## src/rtl/key_debounce_multi.sv

```systemverilog
// Multi-channel key debouncer with press, release and long-press pulses.
// All channels share one synchronizer bank and one slow debounce tick.
`timescale 1ns/1ps
module key_debounce_multi #(
    parameter int N_KEYS     = 4,
    parameter int CLK_DIV    = 50_000,
    parameter int DEB_TICKS  = 20,
    parameter int LONG_TICKS = 1000,
    parameter bit ACTIVE_LOW = 1'b1
) (
    input  logic              clk,
    input  logic              rstn,
    input  logic [N_KEYS-1:0] key_in,
    output logic [N_KEYS-1:0] key_level,
    output logic [N_KEYS-1:0] press_pulse,
    output logic [N_KEYS-1:0] release_pulse,
    output logic [N_KEYS-1:0] long_pulse
);

    localparam int DIV_W  = (CLK_DIV > 1) ? $clog2(CLK_DIV) : 1;
    localparam int DEB_W  = (DEB_TICKS > 0) ? $clog2(DEB_TICKS + 1) : 1;
    localparam int HOLD_W = $clog2(LONG_TICKS + 1);
    localparam logic [N_KEYS-1:0] IDLE_RAW = ACTIVE_LOW ? {N_KEYS{1'b1}} : {N_KEYS{1'b0}};

    typedef enum logic [1:0] {
        IDLE         = 2'd0,
        PRESS_WAIT   = 2'd1,
        HELD         = 2'd2,
        RELEASE_WAIT = 2'd3
    } state_t;

    logic [N_KEYS-1:0] sync1_r;
    logic [N_KEYS-1:0] sync2_r;
    logic [N_KEYS-1:0] act_s;
    logic [DIV_W-1:0]  div_r;
    logic              tick_r;

    // Two-flop synchronizer; flops idle at the raw not-pressed level
    always_ff @(posedge clk or negedge rstn) begin
        if (!rstn) begin
            sync1_r <= IDLE_RAW;
            sync2_r <= IDLE_RAW;
        end else begin
            sync1_r <= key_in;
            sync2_r <= sync1_r;
        end
    end

    assign act_s = ACTIVE_LOW ? ~sync2_r : sync2_r;

    // Shared tick: one clk wide, raised as the divider wraps to zero
    always_ff @(posedge clk or negedge rstn) begin
        if (!rstn) begin
            div_r  <= {DIV_W{1'b0}};
            tick_r <= 1'b0;
        end else if (div_r == DIV_W'(CLK_DIV - 1)) begin
            div_r  <= {DIV_W{1'b0}};
            tick_r <= 1'b1;
        end else begin
            div_r  <= div_r + DIV_W'(1'b1);
            tick_r <= 1'b0;
        end
    end

    for (genvar g = 0; g < N_KEYS; g++) begin : g_chan
        state_t            state_r;
        logic [DEB_W-1:0]  deb_r;
        logic [HOLD_W-1:0] hold_r;
        logic              level_r;
        logic              press_r;
        logic              release_r;
        logic              long_r;
        logic              deb_done_s;
        logic              hold_sat_s;
        logic              hold_last_s;

        assign deb_done_s  = (deb_r == DEB_W'(DEB_TICKS - 1));
        assign hold_sat_s  = (hold_r == HOLD_W'(LONG_TICKS));
        assign hold_last_s = (hold_r == HOLD_W'(LONG_TICKS - 1));

        // Channel FSM; a transition clk never also counts a tick
        always_ff @(posedge clk or negedge rstn) begin
            if (!rstn) begin
                state_r   <= IDLE;
                deb_r     <= {DEB_W{1'b0}};
                hold_r    <= {HOLD_W{1'b0}};
                level_r   <= 1'b0;
                press_r   <= 1'b0;
                release_r <= 1'b0;
                long_r    <= 1'b0;
            end else begin
                press_r   <= 1'b0;
                release_r <= 1'b0;
                long_r    <= 1'b0;
                case (state_r)
                    IDLE: begin
                        if (act_s[g]) begin
                            state_r <= PRESS_WAIT;
                            deb_r   <= {DEB_W{1'b0}};
                        end
                    end
                    PRESS_WAIT: begin
                        if (!act_s[g]) begin
                            state_r <= IDLE;
                            deb_r   <= {DEB_W{1'b0}};
                        end else if (tick_r) begin
                            if (deb_done_s) begin
                                state_r <= HELD;
                                deb_r   <= {DEB_W{1'b0}};
                                hold_r  <= {HOLD_W{1'b0}};
                                press_r <= 1'b1;
                                level_r <= 1'b1;
                            end else begin
                                deb_r <= deb_r + DEB_W'(1'b1);
                            end
                        end
                    end
                    HELD: begin
                        if (!act_s[g]) begin
                            state_r <= RELEASE_WAIT;
                            deb_r   <= {DEB_W{1'b0}};
                        end else if (tick_r && !hold_sat_s) begin
                            hold_r <= hold_r + HOLD_W'(1'b1);
                            long_r <= hold_last_s;
                        end
                    end
                    RELEASE_WAIT: begin
                        if (act_s[g]) begin
                            state_r <= HELD;
                        end else if (tick_r) begin
                            // Hold time keeps running so release bounce cannot delay a long press
                            if (!hold_sat_s) begin
                                hold_r <= hold_r + HOLD_W'(1'b1);
                                long_r <= hold_last_s;
                            end
                            if (deb_done_s) begin
                                state_r   <= IDLE;
                                deb_r     <= {DEB_W{1'b0}};
                                release_r <= 1'b1;
                                level_r   <= 1'b0;
                            end else begin
                                deb_r <= deb_r + DEB_W'(1'b1);
                            end
                        end
                    end
                    default: begin
                        state_r <= IDLE;
                        deb_r   <= {DEB_W{1'b0}};
                        hold_r  <= {HOLD_W{1'b0}};
                        level_r <= 1'b0;
                    end
                endcase
            end
        end

        assign key_level[g]     = level_r;
        assign press_pulse[g]   = press_r;
        assign release_pulse[g] = release_r;
        assign long_pulse[g]    = long_r;
    end

endmodule
```

## config.mk

```make
export PLATFORM = sky130hd
export DESIGN_NAME = key_debounce_multi
export DESIGN_NICKNAME = d
export VERILOG_FILES = /design/src/rtl/key_debounce_multi.sv
export SDC_FILE = /design/constraint.sdc
export NUM_CORES = 1
export LEC_CHECK = 0
export ABC_AREA = 1
export CAP_MARGIN = 20
export CORE_MARGIN = 5
export CORE_UTILIZATION = 29
export CTS_BUF_LIST = sky130_fd_sc_hd__clkbuf_4 sky130_fd_sc_hd__clkbuf_8
export DETAILED_ROUTE_END_ITERATION = 10
export PLACE_DENSITY = 0.49
export SLEW_MARGIN = 20
export SYNTH_ARGS = -nofsm -noshare
export SYNTH_HDL_FRONTEND = slang
export SYNTH_SLANG_ARGS = --single-unit
```

## constraint.sdc

```tcl
create_clock -name clk -period 1.75 [get_ports clk]
set_input_delay 0.175 -clock clk [delete_from_list [all_inputs] [get_ports clk]]
set_output_delay 0.175 -clock clk [all_outputs]
set_load 0.05 [all_outputs]
```

==> impl_metrics.yaml <==
run_status:
  status: "complete, no violations"
pwr:
  power.density_nw_per_um2: 820
  internal-power_w: 0.00385
  power_frac_clock_pct: 29.2
  vdd_drop_max_mv: 0.335
  seq_power_share_pct: 48.3
  totalPowerFinal_w: 0.00576
  pwr-share-comb_pct: 22.5
  p_switching_w: 0.00191
  power_leakage_nw: 3.40
  sw_frac_of_total_pct: 33.2
grt:
  grt_use_total_pct: 11.2
  grt_max_degree: 43
  first_global_vias: 4879
  grt-ovfl-total: 0
  grt_pass1_wl_mm: 22.9
  antenna_found_initial: 0
yosys:
  synth_edf_count: 0
  yosys.area.top_type: "dfrtp_1"
  synth_seq_cells: 109
  yosysMostFrequentCell: "nand2_1"
  avgSynthCellArea_um2: 7.27
  yosysSeqAreaShare_pct: 44.0
  yosys-top-cells-count: "268 x nand2_1, 127 x nor2_1, 101 x dfrtp_1"
  synth.distinct_cells: 35
  yosys.area.top_type_share_pct: 40.7
  synth.area.top_cells: "dfrtp_1 41%, nand2_1 16%, nor2_1 7.7%, nand3_1 6.2%, inv_1 5.1%"
  async_reset_ff_share_pct: 100
  syn_area_um2: 6220
  synth_nets: 874
  netlist_instances: 855
  synth-warning-count: 0
  synth_ff_type: "dfrtp_1"
finish:
  final_util_pct: 33.3
  final_cell_area_um2: 7020
  drive_gt1_share_pct: 8.28
  syn_to_final_growth_pct: 12.9
  fillers: 2231
  num_antenna_cells: 0
  nNetsFinal: 896
route:
  highest_layer: "met4"
  drtPass1Iterations: 5
  viasPerCell: 4.43
  dr_wl_met2_mm: 5.96
  dr_wl_met3_um: 384
  met1_length_mm: 6.46
  num_vias: 5122
  totalWireLength_mm: 13.0
  wire_per_inst_um: 11.2
  drc_errors: 0
  drtIter0Drc: 256
  final_antenna_net_count: 0
worst_setup_path:
  r2r_slack_ns: 0.17
  max_stage_delay_ns: 0.80
  worstPathCellList: "clkdlybuf4s50_1"
  cp_top_family: "buffers and inverters"
  slowest_stage: "clkdlybuf4s50_1"
  path_buf_inv: 1
  required_ns: 1.57
  crit_path_start_kind: "register"
  r2r_cells: 9
  crit_type: "reg -> out"
  critPathArrivalTime_ns: 1.51
  critPathMaxFanout: 1
  reg2reg_from: "sync2_r[1]"
  end_kind: "output port"
  worstReg2RegEnd: "g_chan[1].hold_r[5]"
floorplanning:
  initial_core_util_pct: 29.5
  ios: 22
  die_x_um: 156
  rows: 53
  coreArea_um2: 21100
  fp.dieArea_um2: 24500
  fp.dieH_um: 156
sta:
  rsz0062_at_grt: "true"
  finalClockSkew_ns: 0.0106
  setup_viol: 0
  slew_violations: 0
  max_freq_mhz: 593
  final_hold_viol_count: 0
  tightest_slew_ns: 0.515
  slew_headroom_pct: 65.6
  hold_ws_ns: 0.184
  fin_crit_ns: 1.69
  min_period_over_period_pct: 96.4
clocking:
  clock-sinks: 109
  cts_made_buffers: 9
  cts_tree: "built"
  root_buffer: "clkbuf_8"
  cts.reportedPaths.clkPinSlew_ns: 0.11
  cts_setup_buffers: 0
  insertion_delay_ns: 0.38
  htree_levels: 3
  cts_max_path_buffers: 2
worst_hold_path:
  worstHoldEndpoint: "sync1_r[3]"
  hold_path_class: "in -> reg"
  worstHoldStart: "key_in[3]"
  hold_depth: 1
place:
  globalplace.congestion: 0.813
  hpwl_mm: 9.30
  port_buffers: 21
  place_area_um2: 6740
flow_run:
  max_cap_violations: 0
-- cell families (layout without fill, tap and decap cells) --
family / after synthesis / in the layout / share of synthesized area (%)
simple gates: 540 / 540 / 36.9
compound gates: 48 / 48 / 4.23
xor+xnor: 24 / 24 / 3.38
buf+inv: 121 / 148 / 8.84
flops: 109 / 109 / 44.0
fa+ha+maj: 13 / 13 / 2.62
-- layout make-up --
cell class              count  area, um^2  share of cell area [%]
multi-input cells         625        2970                    42.3
clock inverters             3        42.5                   0.606
inverters                  90         338                    4.82
repair buffers             42         412                    5.87
flip-flops and latches    109        2740                    39.1
clock buffers              13         173                    2.46
well taps                 275         344                    4.90
-- through the flow --
step	TNS, ns	instances	setup WS, ns
global route	-0.0120	1157	-0.00614
global placement	0	1140	0.0924
floorplan	0	855	0.195
finish	0	1157	0.0639
CTS	0	1157	0.00959
detailed placement	0	1140	0.0966
-- cells in the final DEF, fill, tap and decap left out, types with 4 or more instances in the layout --
cell	n
a21oi_1	17
xnor2_1	9
nand2_2	4
nor3_1	20
clkbuf_8	12
nor2_1	125
dfrtp_1	99
buf_4	18
inv_1	83
xor2_1	15
inv_2	6
nand4_1	23
o21bai_1	4
nand2_1	268
nor2_2	4
ha_1	13
nor3_2	4
o21ai_0	20
dfstp_2	8
nand3b_1	5
clkdlybuf4s50_1	14
nand3_1	76
-- sequential cells by signal, indices dropped and copies added, names as in the netlist, named ones only --
signal and cells:
g_chan.hold_r 40, g_chan.deb_r 20, div_r 16, g_chan.level_r 4, g_chan.long_r 4, g_chan.press_r 4
g_chan.release_r 4, g_chan.state_r 4, sync1_r 4, sync2_r 4, tick_r 1
-- repair_timing --
action,in CTS,in global routing
hold buffers,1,0
endpoints found under the hold margin,24,0
gates resized for setup,2,15
setup endpoints to repair,2,32
pin swaps,0,1
-- worst max-delay path by stage --
stage | depth (start not counted) | from | to | slack [ns]
floorplan | 11 | g_chan[3].hold_r[0] | g_chan[3].hold_r[4] | 0.19
global placement | 8 | div_r[0] | div_r[10] | 0.09
detailed placement | 8 | div_r[0] | div_r[10] | 0.1
CTS | 1 | g_chan[2].level_r | key_level[2] | 0.01
global route | 10 | g_chan[1].deb_r[0] | g_chan[1].hold_r[2] | -0.006
finish | 1 | g_chan[1].long_r | long_pulse[1] | 0.06
-- power groups by stage --
stage	Clock (W)	Combinational, W	Sequential (W)
4_1_cts	0.00177	0.00129	0.00278
2_1_floorplan	0	0.000958	0.00274
3_3_place_gp	0	0.00129	0.00284
3_5_place_dp	0	0.00129	0.00283
5_1_grt	0.00187	0.00151	0.00280
6_report	0.00168	0.00129	0.00278
-- routing by layer --
metal	vias to the layer above	global-route usage, %
met3	11	1.74
met5	-	0
met4	0	4.30
li1	2729	-
met1	2323	15.1
met2	59	18.1
Note: power is estimated with default switching activity, not from simulation.
